File: src/rtl/regfile_pkg.sv
// Shared defaults and scalar types for the multi-port register file.
`default_nettype none

package regfile_pkg;
  localparam int RF_DATA_W = 32;
  localparam int RF_ADDR_W = 5;
  localparam int RF_NUM_RD = 2;
  localparam int RF_NUM_WR = 2;

  typedef logic [RF_ADDR_W-1:0] rf_addr_t;
  typedef logic [RF_DATA_W-1:0] rf_data_t;
endpackage

`default_nettype wire

File: src/rtl/regfile_mp_if.sv
// ----------------------------------------------------------------------------
// regfile_mp_if : read / writeback / issue bundle of the multi-port regfile
// Revision      : 1.0
// ----------------------------------------------------------------------------
`default_nettype none

interface regfile_mp_if
  import regfile_pkg::*;
#(
  parameter int DATA_W = RF_DATA_W,
  parameter int ADDR_W = RF_ADDR_W,
  parameter int NUM_RD = RF_NUM_RD,
  parameter int NUM_WR = RF_NUM_WR
);
  logic [NUM_RD-1:0][ADDR_W-1:0] i_rs_addr;
  logic [NUM_RD-1:0][DATA_W-1:0] o_rs_data;
  logic [NUM_RD-1:0]             o_rs_busy;
  logic [NUM_WR-1:0][ADDR_W-1:0] i_rd_addr;
  logic [NUM_WR-1:0][DATA_W-1:0] i_rd_data;
  logic [NUM_WR-1:0]             i_rd_wren;
  logic [ADDR_W-1:0]             i_iss_addr;
  logic                          i_iss_valid;
  logic                          i_flush;

  modport master (
    output i_rs_addr, i_rd_addr, i_rd_data, i_rd_wren,
           i_iss_addr, i_iss_valid, i_flush,
    input  o_rs_data, o_rs_busy
  );

  modport slave (
    input  i_rs_addr, i_rd_addr, i_rd_data, i_rd_wren,
           i_iss_addr, i_iss_valid, i_flush,
    output o_rs_data, o_rs_busy
  );
endinterface

`default_nettype wire

File: src/rtl/regfile_scoreboard.sv
// ----------------------------------------------------------------------------
// regfile_scoreboard : per-register busy bits with issue/writeback/flush
// Revision           : 1.0
// ----------------------------------------------------------------------------
`default_nettype none

module regfile_scoreboard
  import regfile_pkg::*;
#(
  parameter int ADDR_W = RF_ADDR_W,
  parameter int NUM_RD = RF_NUM_RD,
  parameter int NUM_WR = RF_NUM_WR
) (
  input  logic                          i_clk,
  input  logic                          i_reset_n,
  input  logic [NUM_WR-1:0][ADDR_W-1:0] i_rd_addr,
  input  logic [NUM_WR-1:0]             i_rd_wren,
  input  logic [ADDR_W-1:0]             i_iss_addr,
  input  logic                          i_iss_valid,
  input  logic                          i_flush,
  input  logic [NUM_RD-1:0][ADDR_W-1:0] i_rs_addr,
  output logic [NUM_RD-1:0]             o_rs_busy
);
  localparam int c_DEPTH = 2**ADDR_W;

  logic [c_DEPTH-1:0] r_busy;
  logic [c_DEPTH-1:0] w_clr;
  logic [c_DEPTH-1:0] w_busy_nxt;

  // Priority, lowest to highest: writeback clear, issue set, flush.
  always_comb begin
    w_clr = '0;
    for (int w = 0; w < NUM_WR; w++) begin
      if (i_rd_wren[w]) w_clr[i_rd_addr[w]] = 1'b1;
    end
    w_busy_nxt = r_busy & ~w_clr;
    if (i_iss_valid) w_busy_nxt[i_iss_addr] = 1'b1;
    if (i_flush) w_busy_nxt = '0;
    w_busy_nxt[0] = 1'b0;
  end

  always_ff @(posedge i_clk or negedge i_reset_n) begin
    if (!i_reset_n) r_busy <= '0;
    else            r_busy <= w_busy_nxt;
  end

  // A same-cycle writeback hides the busy bit, matching the data bypass.
  always_comb begin
    o_rs_busy = '0;
    for (int r = 0; r < NUM_RD; r++) begin
      o_rs_busy[r] = r_busy[i_rs_addr[r]] & ~w_clr[i_rs_addr[r]];
    end
  end
endmodule

`default_nettype wire

File: src/rtl/regfile_mp.sv
// ----------------------------------------------------------------------------
// regfile_mp : parametrised multi-port register file with write-through bypass
// Revision   : 1.0
// ----------------------------------------------------------------------------
`default_nettype none

module regfile_mp
  import regfile_pkg::*;
#(
  parameter int DATA_W = RF_DATA_W,
  parameter int ADDR_W = RF_ADDR_W,
  parameter int NUM_RD = RF_NUM_RD,
  parameter int NUM_WR = RF_NUM_WR
) (
  input  logic        i_clk,
  input  logic        i_reset_n,
  regfile_mp_if.slave bus
);
  localparam int c_DEPTH = 2**ADDR_W;

  logic [DATA_W-1:0]             r_mem [c_DEPTH];
  logic [NUM_RD-1:0][DATA_W-1:0] w_rs_data;
  logic [NUM_RD-1:0]             w_rs_busy;

  // Later ports are assigned last, so the highest index wins a conflict.
  always_ff @(posedge i_clk or negedge i_reset_n) begin
    if (!i_reset_n) begin
      for (int i = 0; i < c_DEPTH; i++) r_mem[i] <= '0;
    end else begin
      for (int w = 0; w < NUM_WR; w++) begin
        if (bus.i_rd_wren[w] && (bus.i_rd_addr[w] != '0)) begin
          r_mem[bus.i_rd_addr[w]] <= bus.i_rd_data[w];
        end
      end
    end
  end

  always_comb begin
    w_rs_data = '0;
    for (int r = 0; r < NUM_RD; r++) begin
      w_rs_data[r] = r_mem[bus.i_rs_addr[r]];
      for (int w = 0; w < NUM_WR; w++) begin
        if (bus.i_rd_wren[w] && (bus.i_rd_addr[w] == bus.i_rs_addr[r])) begin
          w_rs_data[r] = bus.i_rd_data[w];
        end
      end
      if (bus.i_rs_addr[r] == '0) w_rs_data[r] = '0;
    end
  end

  regfile_scoreboard #(
    .ADDR_W (ADDR_W),
    .NUM_RD (NUM_RD),
    .NUM_WR (NUM_WR)
  ) u_scoreboard (
    .i_clk       (i_clk),
    .i_reset_n   (i_reset_n),
    .i_rd_addr   (bus.i_rd_addr),
    .i_rd_wren   (bus.i_rd_wren),
    .i_iss_addr  (bus.i_iss_addr),
    .i_iss_valid (bus.i_iss_valid),
    .i_flush     (bus.i_flush),
    .i_rs_addr   (bus.i_rs_addr),
    .o_rs_busy   (w_rs_busy)
  );

  assign bus.o_rs_data = w_rs_data;
  assign bus.o_rs_busy = w_rs_busy;
endmodule

`default_nettype wire

File: src/flat_wrapper.sv
// flat-port wrapper written by rule: the top's interface ports become plain ports
module regfile_mp_flat import regfile_pkg::*;
#(
  parameter int DATA_W = RF_DATA_W,
  parameter int ADDR_W = RF_ADDR_W,
  parameter int NUM_RD = RF_NUM_RD,
  parameter int NUM_WR = RF_NUM_WR
)
  (i_clk, i_reset_n, bus_i_rs_addr, bus_i_rd_addr, bus_i_rd_data, bus_i_rd_wren, bus_i_iss_addr, bus_i_iss_valid, bus_i_flush, bus_o_rs_data, bus_o_rs_busy);
  regfile_mp_if #(.DATA_W(DATA_W), .ADDR_W(ADDR_W), .NUM_RD(NUM_RD), .NUM_WR(NUM_WR)) bus_i ();
  input  logic i_clk;
  input  logic i_reset_n;
  input wire logic [$bits(bus_i.i_rs_addr)-1:0] bus_i_rs_addr;
  input wire logic [$bits(bus_i.i_rd_addr)-1:0] bus_i_rd_addr;
  input wire logic [$bits(bus_i.i_rd_data)-1:0] bus_i_rd_data;
  input wire logic [$bits(bus_i.i_rd_wren)-1:0] bus_i_rd_wren;
  input wire logic [$bits(bus_i.i_iss_addr)-1:0] bus_i_iss_addr;
  input wire logic [$bits(bus_i.i_iss_valid)-1:0] bus_i_iss_valid;
  input wire logic [$bits(bus_i.i_flush)-1:0] bus_i_flush;
  output wire logic [$bits(bus_i.o_rs_data)-1:0] bus_o_rs_data;
  output wire logic [$bits(bus_i.o_rs_busy)-1:0] bus_o_rs_busy;
  assign bus_i.i_rs_addr = bus_i_rs_addr;
  assign bus_i.i_rd_addr = bus_i_rd_addr;
  assign bus_i.i_rd_data = bus_i_rd_data;
  assign bus_i.i_rd_wren = bus_i_rd_wren;
  assign bus_i.i_iss_addr = bus_i_iss_addr;
  assign bus_i.i_iss_valid = bus_i_iss_valid;
  assign bus_i.i_flush = bus_i_flush;
  assign bus_o_rs_data = bus_i.o_rs_data;
  assign bus_o_rs_busy = bus_i.o_rs_busy;
  regfile_mp #(.DATA_W(DATA_W), .ADDR_W(ADDR_W), .NUM_RD(NUM_RD), .NUM_WR(NUM_WR)) u_core (.i_clk(i_clk), .i_reset_n(i_reset_n), .bus(bus_i));
endmodule
File: config.mk
export PLATFORM = sky130hd
export DESIGN_NAME = regfile_mp_flat
export DESIGN_NICKNAME = d
export VERILOG_FILES = /design/src/rtl/regfile_pkg.sv /design/src/rtl/regfile_mp_if.sv /design/src/rtl/regfile_scoreboard.sv /design/src/rtl/regfile_mp.sv /design/src/flat_wrapper.sv
export SDC_FILE = /design/constraint.sdc
export NUM_CORES = 2
export LEC_CHECK = 0
export BUFFER_PORTS_ARGS = -buffer_cell sky130_fd_sc_hd__buf_2
export CORE_ASPECT_RATIO = 1.1
export CORE_MARGIN = 5
export CORE_UTILIZATION = 30
export DETAILED_ROUTE_END_ITERATION = 7
export MAX_ROUTING_LAYER = met4
export PLACE_DENSITY = 0.53
export SLEW_MARGIN = 25
export SYNTH_ARGS = -nofsm -noshare
export SYNTH_HDL_FRONTEND = slang
export SYNTH_HIERARCHICAL = 1
export SYNTH_SLANG_ARGS = --single-unit
File: constraint.sdc
create_clock -name i_clk -period 3.95 [get_ports i_clk]
set_clock_uncertainty 0.05 [all_clocks]
set_input_delay 0 -clock i_clk [delete_from_list [all_inputs] [get_ports i_clk]]
set_output_delay 0 -clock i_clk [all_outputs]
set_load 0.05 [all_outputs]
# --- Word-level counts from Yosys, hierarchy flattened ---
# Index checks and enable logic that the tools add are counted.
totals:
  latchBits: 0
  word_cells: 116
  ram_bits: 0
  in_bits: 95
  regBits: 1055
  out_inout_bits: 66
  n_memories: 0
  mem_bits_ro: 0
classes:
  addsub: 0
  reduce_logical: 15
  mux: 38
  div: 0
  n_lt_le_gt_ge: 14
  shifts: 0
  mul: 0
  bitwise_logic: 12
  n_eq_ne: 4
ops:
  columns: ["operator", "count"]
  rows:
  - ["bitwise mux 1024 bit", 2]
  - ["2-to-1 mux 1024 bit", 2]
  - ["2-to-1 mux 32 bit", 16]
  - ["binary-select mux 32 bit (select 5 bit)", 2]
  - ["demux 32 bit (select 5 bit)", 2]
  - ["bitwise OR 32 bit", 2]
  - ["AND 32 bit", 1]
  - ["NOT 32 bit", 1]
  - ["< comparator 5 x 6 -> 1 bit, second input constant", 5]
  - [">= comparator 6 bit, second input constant", 4]
  - ["NOT 5 -> 6 bit", 4]
  - ["binary-select mux 1 bit (select 5 bit)", 4]
  - ["== test 5 bit", 4]
  - ["demux 1 bit (select 5 bit)", 3]
  - [">= comparator 5 x 1 -> 1 bit, second input constant", 3]
  - ["< comparator 6 x 1 -> 1 bit, second input constant", 2]
  - ["logical AND 1 bit", 11]
  - ["logical NOT 5 bit", 2]
  - ["nonzero test 5 bit", 2]
  - ["2-to-1 mux 1 bit", 7]
  - ["AND 1 bit", 2]
  - ["NOT 1 bit", 2]

# --- Logic depth before layout (Yosys ltp) ---
depth:
  depth_word: 12
  mapped_depth: 10
  mapped_depth_nobuf: 6

# --- Cells and area by module ---
# Netlist, hierarchy kept.
modules_own_cells:
  columns: ["module", "instances", "area_per_inst_um2", "cells_each"]
  rows:
  - ["regfile_mp", 1, 64679.5, 6151]
  - ["regfile_scoreboard", 1, 2994.1, 350]

# --- Worst setup path before layout ---
# No wires, ideal clock.
synth_path:
  path_kind: "input -> output"
  start: "input bus_i_rs_addr[7]"
  end: "output bus_o_rs_data[33]"
  stages: 8
  arrival_ns: 2.552
  setup_slack_ns: 1.348
  t_required_ns: 3.900
  n_path_buf: 4
  cell_sequence: "buf_2 buf_2 buf_2 nand3b_1 clkbuf_1 o221ai_1 a211oi_1 o32ai_1"
synth_between:
  elab_chain_cells: 7
  word_cells_on_any_way: 12
  cone_classes: "eq/ne (2); mux (6); bitwise (1); reduce/logical (3)"
synth_lines:
  columns: ["element", "line", "text"]
  rows:
  - ["start: declaration", "flat_wrapper.sv:13", "input wire logic [$bits(bus_i.i_rs_addr)-1:0] bus_i_rs_addr;"]
  - ["NOT 5 -> 6 bit (implied by the code)", "regfile_mp.sv:41", "w_rs_data[r] = r_mem[bus.i_rs_addr[r]];"]
  - ["binary-select mux 32 bit (select 5 bit)", "regfile_mp.sv:41", null]
  - ["2-to-1 mux 32 bit (implied by the code) (2 in series)", "regfile_mp.sv:41", null]
  - ["2-to-1 mux 32 bit (2 in series)", "regfile_mp.sv:43", "if (bus.i_rd_wren[w] && (bus.i_rd_addr[w] == bus.i_rs_addr[r])) begin"]
  - ["2-to-1 mux 32 bit *", "regfile_mp.sv:47", "if (bus.i_rs_addr[r] == '0) w_rs_data[r] = '0;"]
  - ["end: declaration", "flat_wrapper.sv:20", "output wire logic [$bits(bus_i.o_rs_data)-1:0] bus_o_rs_data;"]
# Every way passes the cells marked *; elsewhere a longest branch is shown, timed or not. The select of a mux whose other input is x is not followed.

# --- Final worst setup path ---
layout_path:
  start: "input bus_i_rd_addr[7]"
  end: "output bus_o_rs_data[24]"
layout_between:
  elab_chain_cells: 4
layout_lines:
  columns: ["element", "line", "text"]
  rows:
  - ["start: declaration", "flat_wrapper.sv:14", "input wire logic [$bits(bus_i.i_rd_addr)-1:0] bus_i_rd_addr;"]
  - ["== test 5 bit", "regfile_mp.sv:43", null]
  - ["logical AND 1 bit", "regfile_mp.sv:43", null]
  - ["2-to-1 mux 32 bit", "regfile_mp.sv:43", null]
  - ["2-to-1 mux 32 bit", "regfile_mp.sv:47", null]
# Every way passes these cells.

==> impl_results.md <==
- CP arrival: 3.37 ns
- Post-placement cell count: 9010
- Min-Delay Path Class: in2reg
- Area Overhead vs Synth: 13.4%
- Hold_ws: between 0.07 and 0.08 ns
- Static Leak: 31.7 nW
- Placed Area: 0.0719 mm^2
- Worst slew margin: 24.4%
- Period Utilization, post-route: 86.6%
- Critical path's slowest cell: nor4_1
- Hold path start: bus_i_rd_addr[9]
- CP Max Fanout: 33
- Synth Area per Inst: 10.4 um^2
- Routed Antenna Nets: 0
- Tmin final: 3.42 ns
- Critical Path Max Stage Delay: 0.79 ns
- NumNets Final: 6389
- Worst-path clk slew: 0.07 ns
- Drt total wl: a little over 300000 um
- Post-CTS Setup Inserts: 0
- DR vias/cell: between 6 and 7
- Hold path cells: 3
- Pin count of the biggest net entering global routing: 91
- Number of H-tree levels: 3
- TNS Setup: 0 ns
- Cell area after layout: 0.0767 mm^2
- Die height: 508 um
- Dpl hpwl: about 190000 um
- Fin. max-slew vios: 0
- Clock Path Buffers: 3
- Setup WS post-layout: 0.530 ns
- Cell chain of the critical path: dlygate4sd3_1 -> buf_2 -> xnor2_1 -> nand4_1 -> o21ai_4 -> buf_4 -> nor4_1 -> a221o_1 -> buf_2
- DRC: 0
- Final setup vio count: 0
- Worst Setup End Kind: output pin
- Crit path max-delay family: buffers and inverters
- DR WL/cell: 32.6 um
- Clock Latency Late Sink: 0.74 ns
- Post-Place Setup Slack: 0.742 ns
- Hold Crit Endpoint: u_core/r_mem[384]$_DFF_PN0_
- Cell variety after synth: 74
- Worst-margin pin slew: 1.13 ns
- Syn Nets: ~6.6k
- Number of instances resized during post-cts repair: 0
- Most common cell after layout, fill and taps aside: mux2i_1
- Routability congestion estimate: 0.915
- R2r setup slk: 2.48 ns
- Non-Filler Instances: 9348
- CP Buf/Inv Count: 4
- Final hold violation count: 0
- CP required: 3.90 ns
- CTS tree: yes
- Clock root buffer: clkbuf_16
- Post-synth EDFFs: 0
- CTS buffer count: 110
- Setup CP Type: in2out
- Util after Layout: 34.2%
- Critical Path Start Type: input port
- Layout cells sized above 1: a little under a fifth
- Fmax: 292 MHz
- Pwr Total: around 37 mW
- RR Startpoint: u_core/u_scoreboard/r_busy[4]$_DFF_PN0_
- Sequential area share after synthesis: 39.0%
- GR Overflow Total: 0
- Post-synthesis register bit count: 1055
- Crit-path most repeated cell: buf_2
- Overall global routing resource usage: 25.7%
- Synth Cell Area: about 0.068 mm^2
- Cell count after synthesis: between 6k and 7k
- Worst VDD drop: roughly 0.34 mV
- Vias: 56.9k
- First-pass GRT wire length: 429000 um
- Cts hold-fix bufs: 116
- Synth warnings: 6
- Vias in the first global route: 55.1k
- Initial Utilization: between 30% and 40%
- IO Port Bufs: 160
- Clock Sinks: about 1.1k
- DIE WIDTH: 463 um
- Die Area: ~0.24 mm^2
- # IOs: 161
- Most frequent cells in the layout: 1135 x mux2i_1, 1055 x dfrtp_1, 680 x nor2_1
- Power density over the cells: 482 mW/mm^2
- Worst-case reg-to-reg path depth: 3
- RSZ-0062 raised after global routing: no
- Initial antenna violation count: 30
- # Max-Cap Violations: 0
- Core ar.: between 0.2 and 0.25 mm^2
- Status: finished clean
- Initial DRT Pass Iterations: 6
- Initial DRC count: 7452
- FFs w/ async S/R, synth: 100%
- Cell Rows: 182
- Main flop type after synthesis: dfrtp_1
- Reg-to-Reg End: u_core/u_scoreboard/r_busy[4]$_DFF_PN0_
==> metal layers <==
layer / up-vias / track usage, % / wire (um)
met3: 932 / 5.53 / 27900
met4: 0 / 16.5 / 23200
met2: 3500 / 39.3 / 138000
met5: - / - / 0
met1: 28900 / 30.9 / 115000
li1: 23600 / - / -
==> cells by family after synthesis <==
kind of cell,synth area share [%]
muxes,32.5
and+or+nand+nor,8.27
buffers and inverters,5.62
DFF,39.0
xor gates and xnor gates,0.259
AOI/OAI and AO/OA,14.3
==> power by group <==
group	internal (mW)	total (mW)	switching [mW]
sequential	13.5	15.8	2.24
combinational	5.14	10.5	5.40
clock	5.88	10.7	4.78
==> tightest hold or removal path, cell delays in order <==
cell     delay, ns
buf_2         0.20
nand4_1       0.50
a21oi_1       0.13
==> cells in the mapped netlist (all sizes together), types with 5 or more instances <==
cell	number	share of area (%)
a2111oi	13	0.18
a211o	11	0.14
a211oi	56	0.62
a21oi	622	4.6
a221o	32	0.47
a221oi	33	0.43
a22o	53	0.69
a22oi	74	0.82
a32oi	49	0.63
and2	7	0.065
and3	5	0.046
buf	316	2.5
clkbuf	541	3.0
dfrtp	1055	39
inv	19	0.11
mux2	68	1.1
mux2i	1135	17
mux4	439	15
nand2	489	2.7
nand2b	12	0.11
nand3	12	0.089
nand3b	7	0.078
nand4	8	0.074
nand4b	10	0.13
nand4bb	6	0.10
nor2	710	4.0
nor2b	14	0.13
nor3	10	0.096
nor3b	10	0.11
nor4	33	0.31
o211a	31	0.46
o21ai	392	2.9
o221a	25	0.42
o221ai	65	0.84
o22a	14	0.18
o22ai	40	0.38
o32ai	22	0.28
or2	6	0.055
xnor2	12	0.16
xor2	8	0.10
==> sequential cells by signal, summed over array words and instances, names as in the netlist <==
| register | flops |
|---|---|
| u_core/r_mem | 1024 |
| u_core/u_scoreboard/r_busy | 31 |
==> worst max path at each step <==
| stage | from | end | slack [ns] | cells past startpoint |
|---|---|---|---|---|
| floorplan | bus_i_rs_addr[7] | bus_o_rs_data[33] | 1.35 | 8 |
| global placement | bus_i_rs_addr[5] | bus_o_rs_data[59] | 0.55 | 10 |
| detailed placement | bus_i_rs_addr[5] | bus_o_rs_data[59] | 0.74 | 10 |
| CTS | u_core/r_mem[655]$_DFF_PN0_ | bus_o_rs_data[47] | 0.62 | 6 |
| global route | bus_i_rd_addr[8] | bus_o_rs_data[5] | 0.56 | 9 |
| finish | bus_i_rd_addr[7] | bus_o_rs_data[24] | 0.53 | 9 |
==> layout make-up <==
cell class / count / area [um^2]
fill: 22400 / 147000
multi-input combinational: 4569 / 38000
sequential: 1055 / 26400
timing repair buffer: 538 / 4970
tap: 2944 / 3680
clock buffer: 171 / 3250
clock inverter: 23 / 260
inverter: 20 / 75.1
antenna: 28 / 70.1
Note: power is estimated with default switching activity, not from simulation.
